$ cat config.mk
export PLATFORM = sky130hd
export DESIGN_NAME = shiftadd_req_arbiter
export DESIGN_NICKNAME = d
export VERILOG_FILES = /design/src/rtl/shiftadd_req_arbiter.sv
export SDC_FILE = /design/constraint.sdc
export NUM_CORES = 1
export LEC_CHECK = 0
export CAP_MARGIN = 20
export CORE_AREA = 8 8 421 423
export CTS_CLUSTER_SIZE = 10
export DETAILED_ROUTE_END_ITERATION = 16
export DIE_AREA = 0 0 429 431
export HOLD_SLACK_MARGIN = 0.1
export PLACE_DENSITY = 0.37
export SLEW_MARGIN = 20
export SYNTH_ARGS = -nofsm -noshare
export SYNTH_HDL_FRONTEND = slang
export SYNTH_SLANG_ARGS = --single-unit
$ cat constraint.sdc
create_clock -name clk_i -period 4.4 [get_ports clk_i]
set_clock_uncertainty 0.2 [all_clocks]
set_input_delay 0.88 -clock clk_i [delete_from_list [all_inputs] [get_ports clk_i]]
set_output_delay 0.88 -clock clk_i [all_outputs]
set_load 0.01 [all_outputs]
$ cat src/rtl/shiftadd_req_arbiter.sv
// Round-robin front end that shares one iterative shift-add modular reducer among NUM_REQ requesters.
// Latency: grant in cycle t, core start at t+1, response the cycle after core_valid_i (zero modulus responds at t+1).
// Backpressure: one operation in flight; requests hold req_i while busy_o is high and are granted only from IDLE.
//
// Ports:
//   clk_i, rst_i              clock, synchronous active-high reset
//   req_i / gnt_o             request levels in, one-hot single-cycle grant out (combinational in IDLE)
//   x_i, m_i, m_bl_i          packed per-requester operands, sampled in the grant cycle
//   valid_o, result_o, err_o  one-hot response strobe to the owner, registered result, error pulse
//   owner_o, busy_o           current/last owner index, high whenever not IDLE
//   core_*                    start pulse, captured operands, and result/valid back from the reducer core
module shiftadd_req_arbiter #(
    parameter int NUM_REQ        = 4,
    parameter int DATA_LENGTH    = 64,
    parameter int TIMEOUT_CYCLES = 256,
    parameter int ID_W           = $clog2(NUM_REQ)
) (
    input  logic                           clk_i,
    input  logic                           rst_i,
    input  logic [NUM_REQ-1:0]             req_i,
    input  logic [NUM_REQ*DATA_LENGTH-1:0] x_i,
    input  logic [NUM_REQ*DATA_LENGTH-1:0] m_i,
    input  logic [NUM_REQ*DATA_LENGTH-1:0] m_bl_i,
    output logic [NUM_REQ-1:0]             gnt_o,
    output logic [NUM_REQ-1:0]             valid_o,
    output logic [DATA_LENGTH-1:0]         result_o,
    output logic                           err_o,
    output logic [ID_W-1:0]                owner_o,
    output logic                           busy_o,
    output logic                           core_start_o,
    output logic [DATA_LENGTH-1:0]         core_x_o,
    output logic [DATA_LENGTH-1:0]         core_m_o,
    output logic [DATA_LENGTH-1:0]         core_m_bl_o,
    input  logic [DATA_LENGTH-1:0]         core_result_i,
    input  logic                           core_valid_i
);

    typedef enum logic [1:0] {
        IDLE  = 2'd0,
        ISSUE = 2'd1,
        WAIT  = 2'd2,
        RESP  = 2'd3
    } state_t;

    // One extra bit so TIMEOUT_CYCLES-1 always fits, including power-of-two values.
    localparam int CNT_W = $clog2(TIMEOUT_CYCLES) + 1;

    state_t                 state_q;
    logic [ID_W-1:0]        ptr_q;
    logic [ID_W-1:0]        owner_q;
    logic [DATA_LENGTH-1:0] x_q;
    logic [DATA_LENGTH-1:0] m_q;
    logic [DATA_LENGTH-1:0] m_bl_q;
    logic [DATA_LENGTH-1:0] result_q;
    logic [CNT_W-1:0]       cnt_q;
    logic [NUM_REQ-1:0]     valid_q;
    logic                   err_q;
    logic                   start_q;

    // Arbitration result for the current cycle.
    logic                   sel_vld_d;
    logic [ID_W-1:0]        sel_d;
    logic [ID_W-1:0]        ptr_d;
    logic [NUM_REQ-1:0]     gnt_d;
    logic [DATA_LENGTH-1:0] sel_x_d;
    logic [DATA_LENGTH-1:0] sel_m_d;
    logic [DATA_LENGTH-1:0] sel_m_bl_d;
    logic [ID_W:0]          idx;

    // Scan upward from the pointer, wrapping modulo NUM_REQ; first set bit wins.
    always_comb begin
        sel_vld_d = 1'b0;
        sel_d     = '0;
        idx       = '0;
        for (int i = 0; i < NUM_REQ; i++) begin
            idx = {1'b0, ptr_q} + (ID_W+1)'(i);
            if (idx >= (ID_W+1)'(NUM_REQ)) begin
                idx = idx - (ID_W+1)'(NUM_REQ);
            end
            if (!sel_vld_d && req_i[idx[ID_W-1:0]]) begin
                sel_vld_d = 1'b1;
                sel_d     = idx[ID_W-1:0];
            end
        end

        sel_x_d    = x_i[int'(sel_d)*DATA_LENGTH +: DATA_LENGTH];
        sel_m_d    = m_i[int'(sel_d)*DATA_LENGTH +: DATA_LENGTH];
        sel_m_bl_d = m_bl_i[int'(sel_d)*DATA_LENGTH +: DATA_LENGTH];

        if (sel_d == ID_W'(NUM_REQ-1)) begin
            ptr_d = '0;
        end else begin
            ptr_d = sel_d + 1'b1;
        end

        gnt_d = '0;
        if (state_q == IDLE && sel_vld_d) begin
            gnt_d[sel_d] = 1'b1;
        end
    end

    always_ff @(posedge clk_i) begin
        if (rst_i) begin
            state_q  <= IDLE;
            ptr_q    <= '0;
            owner_q  <= '0;
            x_q      <= '0;
            m_q      <= '0;
            m_bl_q   <= '0;
            result_q <= '0;
            cnt_q    <= '0;
            valid_q  <= '0;
            err_q    <= 1'b0;
            start_q  <= 1'b0;
        end else begin
            // Pulse outputs default low; each is raised for exactly the cycle of its state.
            valid_q <= '0;
            err_q   <= 1'b0;
            start_q <= 1'b0;
            case (state_q)
                IDLE: begin
                    if (sel_vld_d) begin
                        owner_q <= sel_d;
                        x_q     <= sel_x_d;
                        m_q     <= sel_m_d;
                        m_bl_q  <= sel_m_bl_d;
                        ptr_q   <= ptr_d;
                        if (sel_m_d == '0) begin
                            // The reducer would never terminate on a zero modulus: answer with an error directly.
                            result_q <= '0;
                            valid_q  <= gnt_d;
                            err_q    <= 1'b1;
                            state_q  <= RESP;
                        end else begin
                            start_q <= 1'b1;
                            state_q <= ISSUE;
                        end
                    end
                end
                ISSUE: begin
                    cnt_q   <= '0;
                    state_q <= WAIT;
                end
                WAIT: begin
                    cnt_q <= cnt_q + 1'b1;
                    // A completion on the timeout cycle still counts as a good result.
                    if (core_valid_i) begin
                        result_q <= core_result_i;
                        valid_q  <= NUM_REQ'(1) << owner_q;
                        state_q  <= RESP;
                    end else if (cnt_q == CNT_W'(TIMEOUT_CYCLES-1)) begin
                        result_q <= '0;
                        valid_q  <= NUM_REQ'(1) << owner_q;
                        err_q    <= 1'b1;
                        state_q  <= RESP;
                    end
                end
                RESP: begin
                    state_q <= IDLE;
                end
                default: begin
                    state_q <= IDLE;
                end
            endcase
        end
    end

    assign gnt_o        = gnt_d;
    assign valid_o      = valid_q;
    assign result_o     = result_q;
    assign err_o        = err_q;
    assign owner_o      = owner_q;
    assign busy_o       = (state_q != IDLE);
    assign core_start_o = start_q;
    assign core_x_o     = x_q;
    assign core_m_o     = m_q;
    assign core_m_bl_o  = m_bl_q;

endmodule

## Word-level counts from Yosys, hierarchy flattened

Cells that the tools add are included.

- Register bits: 277
- Word-level logic and storage cells: 107
- Output and inout bits: 269
- Input port bits: 839

- Bitwise logic cells: 2
- $lt $le $gt $ge: 10
- Mux-type cells: 46
- Add/subtract/negate cells: 9
- Reduce and logical (&&, ||, !) cells: 17
- Shift operators: 4
- Equality and inequality tests: 8

Operators with widths:

| operator | count |
|---|---|
| 256-bit by 9-bit indexed part select with 64-bit output | 3 |
| 64-bit two-way mux | 4 |
| 64-bit one-hot mux with 2 select lines | 1 |
| 64-bit logical NOT | 1 |
| 2-bit two-way mux | 13 |
| 4-bit two-way mux | 5 |
| 9-bit one-hot mux with 2 select lines | 1 |
| 2-bit by 3-bit less-than comparator with 1-bit output (second input constant) | 5 |
| 1-bit two-way mux | 14 |
| 9-bit by 1-bit adder with 9-bit output (second input constant) | 1 |
| 9-bit by 8-bit == test with 1-bit output (second input constant) | 1 |
| 3-bit greater-or-equal comparator (second input constant) | 3 |
| 1-bit binary-select mux with 2-bit select | 4 |
| 2-bit one-hot mux with 4 select lines | 1 |
| 4-bit one-hot mux with 2 select lines | 1 |
| 2-bit by 1-bit subtractor with 2-bit output (second input constant) | 4 |
| 2-bit by 2-bit adder with 3-bit output (second input constant) | 2 |
| 2-bit == test (second input constant) | 3 |
| 2-bit nonzero test | 3 |
| 1-bit logical AND | 5 |
| 2-bit AND reduction | 2 |
| 4-bit AND reduction | 1 |
| 1-bit by 2-bit << shifter with 4-bit output (first input constant) | 1 |
| 2-bit by 1-bit adder with 3-bit output (second input constant) | 1 |
| 13 further kinds | 16 |

## Longest topological paths before layout

Gate-level depths: netlist (run 1).

- Depth after elaboration: 22
- Depth in mapped cells: 15
- Gate-level depth less buffers: 11

## Least setup slack after synthesis (run 1)

Ideal clock, no wire load.

- Path type: input -> output
- From: in req_i[2]
- To: out gnt_o[3]
- Data arrival time: 3.146 ns
- Stages: 12
- Required time: 3.320 ns
- Slack: 0.174 ns
- Cells stage by stage: nor2b_1 clkbuf_1 a211o_1 buf_2 nand2_1 inv_1 buf_2 buf_1 clkbuf_1 clkbuf_1 ha_1 and2_1

- Word-level cells in the longest chain between the ends: 17

RTL lines:

| element | line | RTL |
|---|---|---|
| from (decl) | 20 | `input logic [NUM_REQ-1:0] req_i,` |
| 1-bit binary-select mux with 2-bit select | 80 | `if (!sel_vld_d && req_i[idx[ID_W-1:0]]) begin` |
| 1-bit two-way mux (implied by the code) | 80 |  |
| 1-bit two-way mux | 80 |  |
| 1-bit logical NOT | 80 |  |
| 1-bit logical AND | 80 |  |
| 1-bit two-way mux | 80 |  |
| 1-bit logical NOT | 80 |  |
| 1-bit logical AND | 80 |  |
| [... 2 more ...] | n/a |  |
| 1-bit logical AND | 80 |  |
| 2-bit two-way mux * | 80 |  |
| named net sel_d[1] | 62 | `logic [ID_W-1:0] sel_d;` |
| 2-bit by 3-bit less-than comparator with 1-bit output (implied by the code) / 2-bit by 1-bit greater-or-equal comparator with 1-bit output (equally long branches) | 98 | `gnt_d[sel_d] = 1'b1;` |
| 1-bit logical AND (implied by the code) | 98 |  |
| 1-bit two-way mux (implied by the code) | 98 |  |
| 1-bit demux with 2-bit select * | 98 |  |
| 4-bit two-way mux * | 97 | `if (state_q == IDLE && sel_vld_d) begin` |
| to (decl) | 24 | `output logic [NUM_REQ-1:0] gnt_o,` |

Mark *: on every way through the listed nets, which the timed path passes. The rest lies on a longest branch. The select of a mux whose other input is x is not followed.

## Worst setup path after layout (run 1)

- From: in req_i[2]
- To: out gnt_o[2]

- Word-level cells in the longest chain between the ends: 17

RTL lines:

| element | line |
|---|---|
| 1-bit binary-select mux with 2-bit select | 80 |
| 1-bit two-way mux (implied by the code) | 80 |
| 1-bit two-way mux | 80 |
| 1-bit logical NOT | 80 |
| 1-bit logical AND | 80 |
| 1-bit two-way mux | 80 |
| 1-bit logical NOT | 80 |
| 1-bit logical AND | 80 |
| 1-bit two-way mux | 80 |
| 1-bit logical NOT | 80 |
| 1-bit logical AND | 80 |
| 2-bit two-way mux | 80 |
| 2-bit by 3-bit less-than comparator with 1-bit output (implied by the code) / 2-bit by 1-bit greater-or-equal comparator with 1-bit output (equally long branches) | 98 |
| 1-bit logical AND (implied by the code) | 98 |
| 1-bit two-way mux (implied by the code) | 98 |
| 1-bit demux with 2-bit select | 98 |
| 4-bit two-way mux * | 97 |

Mark *: on every way between the ends. The rest lies on a longest branch, timed or not. The select of a mux whose other input is x is not followed.

==> impl_results.md, run 1 <==
- Num Clock Sinks: 277
- RSZ-0062 raised after global routing: false
- WL/cell: 28.4 um
- Worst path required time: between 3000 and 4000 ps
- Top cell type's share of synthesized area: 0.283
- Die height: 431 um
- Worst Setup End Kind: output pin
- Share of layout cells above drive strength 1: 0.103
- Util after Layout: 0.214
- PwrDens: 455 nW/um2
- Share of flip-flops with an asynchronous set or reset: 0
- CP startpoint kind: primary input
- Total power: 16.6 mW
- Via density: 4.28
- Synth Area in Compound Gates: 0.229
- Total GRT Usage: 0.182
- Hold crit path type: reg -> reg
- Syn nets: about 3800
- Adder-Cell Fraction of Synth Area: 0.00511
- # IOs: 1108
- Most frequent cells in the layout: 1098 x clkdlybuf4s50_1, 856 x nand2_1, 407 x nand3_1
- Max frequency: around 0.23 GHz
- Total routed wirelength: 181 mm
- Final period utilization: 0.974
- Final-layout fill cell count: 19100
- Placed cell area: 35000 um2
- Synth Area in XOR/XNOR: 0.00268
- Leakage: 13.4 nW
- Nets@finish: 4924
- Pre-Repair DR Iteration Count: 8
- Syn-to-layout area delta: 86.5%
- Pre-CTS setup slack: -827 ps
- Highest ir drop seen on vdd: 256 uV
- Worst Slack Setup Final: between 100 and 150 ps
- Standard-cell row count: 152
- Clk_lat worst skew: 610 ps
- Syn Inst Count: 2986
- CTS Buf Count: 45
- Congestion Overflow GR: 0
- Yosys cell types: a little over 40
- First-pass GRT wire length: between 200 and 250 mm
- GPL Wtd Cong: just over 0.9
- Post-layout min period: 4280 ps
- ANT nets after route: 0
- Worst Setup SP: req_i[2]
- Clock root buffer: clkbuf_16
- Hold Vio Cnt, Final: 0
- Port bufs: 1107
- Max_cap viols: 0
- Die ar.: 185000 um2
- Synth Warn #: 0
- Leading cell type in the layout, fill and taps excluded: clkdlybuf4s50_1
- Bufs on Longest Clock Path: 3
- Non-Filler Instances: between 6000 and 7000
- Area leader, netlist: dfxtp_1
- Post-route setup TNS: 0 ps
- Placed Cells: 6262
- Simple-gate share of the synthesized area: 0.386
- H-tree depth: 2
- Number of flops mapped to enable cells by yosys: 0
- Core area: 171000 um2
- Primary FF master, synth: dfxtp_1
- Max FO, Critical Path: 11
- Worst-Margin Slew: 965 ps
- Main combinational cell family by area after synthesis: simple AND/OR/NAND/NOR gates
- First DRT Iteration DRCs: 2631
- Largest net degree at the start of global routing: 138
- Via count: 27300
- Initial antenna violation count: 77
- CTS clk-pin slew, worst paths: 50 ps
- Detailed-route DRC error count: 0
- Max Transition Viols Final: 0
- Hold Startpoint: core_m_bl_o[51]
- Setup Crit Path Kind: in -> out
- Status: completed
- Max_slew headroom: 0.356
- Setup violations, final: 0
- Die Width: 429 um
- Worst path arrival time: ~3200 ps
- Dpl hpwl: 145 mm
- Synthesized flop and latch total: approximately 280
- Seq/Total Area, Yosys: 0.283
- TritonCTS clock tree: done
- Netlist Area Pre-Place: 19600 um2
- Post-synthesis mux area share: 0.0297
- Syn avg cell area: 6.56 um2
- Worst hold slack: approximately 250 ps
- Final instance area: 36500 um2
- Vias in the first global route: 26600
- R2R Path Start: ptr_q[0]
- Area contributors post-synth: dfxtp_1 28%, nand2_1 16%, nand3_1 10%, a21oi_1 5.3%, clkbuf_1 5.1%
- Starting Density: 0.115
[path summary, 6_finish.rpt]
path	to	slack (ps)	cells past startpoint
setup reg to reg	result_o[27]	310	14
setup / recovery	gnt_o[2]	120	10
hold / removal	core_m_bl_o[51]	250	2
hold reg to reg	core_m_bl_o[51]	250	2
[state kept, by name, indices dropped and copies added (netlist names)]
signal and flops:
cnt_q 9, core_m_bl_o 64, core_m_o 64, core_start_o 1
core_x_o 64, err_o 1, owner_o 2, ptr_q 2
result_o 64, state_q 2, valid_o 4
[worst max-delay path, stage by stage]
cell and delay (ps):
dlygate4sd2_1 270, nor2b_1 170, or4_4 600, buf_4 200
and2_4 180, buf_4 170, buf_4 180, ha_1 190
and2_1 160, buf_4 180
[what timing repair did]
item | 4_1_cts | 5_1_grt
hold buffers | 0 | 0
buffers inserted | 1 | 0
endpoints found under the setup margin | 72 | 32
pin swaps | 1 | 0
resized for setup | 7 | 2
[power breakdown]
| group | total, mW | internal [mW] | switching, mW |
|---|---|---|---|
| Combinational | 9.56 | 3.93 | 5.63 |
| Sequential | 3.37 | 3.05 | 0.319 |
| Clock | 3.70 | 2.13 | 1.57 |
| Total | 16.6 | 9.10 | 7.52 |
[layout make-up]
cell class	instances	area, um2	area share
antenna	31	77.6	0.00212
clock buffer	66	1320	0.0360
clock inverter	14	134	0.00367
inverter	7	38.8	0.00106
multi-input combinational	2381	12900	0.354
sequential	277	5550	0.152
tap	2233	2790	0.0765
timing repair buffer	1365	13700	0.374
[cell families (layout without fill, tap and decap cells)]
group,count (synthesis),in the layout
and+or+nand+nor,1655,1655
AOI/OAI and AO/OA,654,654
buffers and inverters,328,1452
DFF,277,277
muxes,58,58
adders and majority gates,8,8
xor gates and xnor gates,6,6
other,0,31
[Yosys cell counts, types with 2 or more instances]
master and count:
dfxtp_1 277, o22ai_1 58, a21bo_2 63, mux2i_1 58, and2_1 5, nand4_1 6
and3_1 3, a211o_1 3, a21oi_1 208, a32oi_1 64, a221oi_1 63, o21ai_0 65
nor2b_1 69, xor2_1 5, a22oi_1 59, nor4_1 78, nor3_1 3, ha_1 8
a211oi_1 2, nand3_1 407, nor2_1 91, nor3b_1 63, nand2b_1 66, o211ai_1 64
clkbuf_1 267, inv_1 7, a21o_1 2, buf_2 16, buf_1 37, nand2_1 858
[per-layer routing]
layer | track usage | vias up | wire (um)
li1 | - | 12800 | -
met1 | 0.221 | 13200 | 72600
met2 | 0.320 | 1094 | 89300
met3 | 0.0513 | 232 | 14200
met4 | 0.0436 | 38 | 4450
met5 | 0 | - | 224
Note: power is estimated with default switching activity, not from simulation.
==> inputs of run 2 (changes only) <==
--- a/config.mk
+++ b/config.mk
@@ -6,12 +6,12 @@
 export NUM_CORES = 1
 export LEC_CHECK = 0
 export CAP_MARGIN = 20
-export CORE_AREA = 8 8 421 423
+export CORE_AREA = 2 2 427 429
 export CTS_CLUSTER_SIZE = 10
 export DETAILED_ROUTE_END_ITERATION = 16
 export DIE_AREA = 0 0 429 431
 export HOLD_SLACK_MARGIN = 0.1
-export PLACE_DENSITY = 0.37
+export PLACE_DENSITY = 0.36
 export SLEW_MARGIN = 20
 export SYNTH_ARGS = -nofsm -noshare
 export SYNTH_HDL_FRONTEND = slang
==> impl_results.md, run 2 (synthesized netlist as in run 1, its figures left out) <==
- First DRT Iteration DRCs: 2464 (-6.3%)
- Die height: 431 um (unchanged)
- Die Width: 429 um (unchanged)
- Total power: 16.7 mW (+0.49%)
- Max_slew headroom: 0.350 (-0.00676)
- Clock power frac: 0.222 (about the same)
- Via count: 27600 (+1.0%)
- Standard-cell row count: 156 (+2.6%)
- Clock root buffer: clkbuf_16
- Total GRT Usage: 0.182 (-0.000742)
- RSZ-0062 raised after global routing: false
- Congestion Overflow GR: 0 (unchanged)
- Max FO, Critical Path: 19 (+8)
- Sequential Power Share: 0.202 (about the same)
- Worst-Margin Slew: 976 ps (+10.1 ps)
- Leading cell type in the layout, fill and taps excluded: clkdlybuf4s50_1
- Worst Setup End Kind: flip-flop
- WL/cell: 27.3 um (-3.8%)
- Switching pwr: 7.59 mW (+0.91%)
- Hold Vio Cnt, Final: 0 (unchanged)
- Vias in the first global route: 26700 (+0.25%)
- GRT Max-Usage Layer: met2
- H-tree depth: 2 (unchanged)
- Most frequent cells in the layout: 1098 x clkdlybuf4s50_1, 856 x nand2_1, 407 x nand3_1
- Final period utilization: 0.985 (+0.0112)
- Clk_lat worst skew: 620 ps (about the same)
- Sw frac: 0.454 (+0.00191)
- Dpl hpwl: 142 mm (-1.7%)
- Highest ir drop seen on vdd: 326 uV (+27%)
- Die ar.: 185000 um2 (unchanged)
- Setup violations, final: 0 (unchanged)
- Setup Crit Path Kind: in -> reg
- Share of layout cells above drive strength 1: 0.111 (+0.00849)
- Total routed wirelength: 178 mm (-1.4%)
- GPL Wtd Cong: 0.928 (+0.43%)
- Placed cell area: 35200 um2 (+0.70%)
- CTS clk-pin slew, worst paths: 60 ps (about the same)
- Detailed-route DRC error count: 0 (unchanged)
- Leakage: 13.5 nW (+1.2%)
- Bufs on Longest Clock Path: 3 (unchanged)
- Util after Layout: 0.205 (-0.00891)
- Hold buffer count at CTS: 0 (unchanged)
- Initial antenna violation count: 76 (-1.3%)
- Max_cap viols: 0 (unchanged)
- Port bufs: 1107 (unchanged)
- Via density: 4.22 (-1.4%)
- Starting Density: 0.109 (-0.00609)
- Largest net degree at the start of global routing: 128 (-7.2%)
- Syn-to-layout area delta: 88.8%
- Nets@finish: 4952 (+0.57%)
- Met2 Usage GRT: 0.310 (-0.00960)
- Worst hold slack: 253 ps (+1.36 ps)
- Global routing usage on met1: 0.230 (+0.00964)
- Max frequency: 0.231 GHz (-1.1%)
- Met3 Usage GRT: 0.0380 (-0.0132)
- # IOs: 1108 (unchanged)
- CP startpoint kind: primary input
- TritonCTS clock tree: done
- Post-layout min period: 4330 ps (+49.4 ps)
- Max Transition Viols Final: 0 (unchanged)
- Worst path required time: 4720 ps (+1400 ps)
- Core area: 180000 um2 (+5.6%)
- ANT nets after route: 0 (unchanged)
- PwrDens: 452 nW/um2 (-0.71%)
- P_int: 9.12 mW (+0.14%)
- Hold crit path type: reg -> reg
- Pre-Repair DR Iteration Count: 5 (-3)
- Final instance area: 37000 um2 (+1.2%)
- Num Clock Sinks: 277 (unchanged)
- Combinational share of power: 0.576 (about the same)
- First-pass GRT wire length: 234 mm (-1.5%)
- CTS Buf Count: 44 (-2.2%)
- Status: completed
- Worst path arrival time: 4650 ps (+1450 ps)
==> run 2: cell count changes in the layout (fill, tap and decap cells not counted), sizes merged <==
| cell | change |
|---|---|
| clkdlybuf4s15 | +1 |
| clkbuf | -4 |
| clkinv | +4 |
| bufinv | +2 |
| bufbuf | +1 |
| dlygate4sd2 | -5 |
| diode | -8 |
| buf | +25 |
| dlymetal6s2s | +3 |
| clkinvlp | +1 |
==> run 2: layout make-up <==
class	count	area [um2]
Multi-Input combinational cell	2381	13000
Timing Repair Buffer	1394	13900
Clock inverter	21	233
Fill cell	20300	143000
Inverter	7	38.8
Antenna cell	23	57.6
Tap cell	2370	2970
Clock buffer	58	1200
Sequential cell	277	5550
==> run 2: final timing paths <==
kind	end	slack (ps)	startpoint	depth (start not counted)
worst max register to register	state_q[1]	290	ptr_q[0]	15
worst min register to register	core_m_o[63]	250	core_m_o[63]	2
worst min-delay path	core_m_o[63]	250	core_m_o[63]	2
worst max-delay path	state_q[1]	70	req_i[1]	17
==> run 2: metrics by stage <==
step | setup slack (ps) | setup TNS, ps | instances
after floorplan | 174 | 0 | 2986
after global placement | -933 | -62870 | 6421
after detailed placement | -961 | -65450 | 6421
after CTS | 17.7 | 0 | 6504
after global routing | 3.45 | 0 | 6521
final | 66.7 | 0 | 6531
==> run 2: worst max-delay path, stage by stage <==
cell and delay, ps:
clkdlybuf4s15_1 250, buf_4 170, nor2_4 50, or4b_4 560
buf_4 220, buf_4 210, buf_4 190, nand3_1 120
a32oi_1 130, nor4_1 360, nand4_1 280, buf_4 230
nor4_4 220, buf_6 200, bufbuf_16 290, mux2i_1 70
a211oi_1 210
==> run 2: timing repair <==
item                                    CTS  global route
buffers inserted                          3             0
endpoints found under the setup margin   74            71
gates cloned                              1             4
resized for setup                        16             9
pin swaps                                 6             3
==> run 2: power groups by stage <==
stage,Sequential [mW],Combinational (mW),Clock [mW]
detailed placement,3.42,9.66,0
global placement,3.41,9.69,0
global route,3.44,10.2,3.93
finish,3.38,9.62,3.70
floorplan,3.60,3.67,0
CTS,3.38,9.73,3.89
==> run 2: metal layers <==
metal  vias to the layer above  share of wire  routed length (um)
li1                      12800              -                   -
met1                     13400           0.42               75000
met2                      1099           0.49               86700
met3                       212          0.065               11700
met4                        42          0.026                4670
met5                         -         0.0014                 249
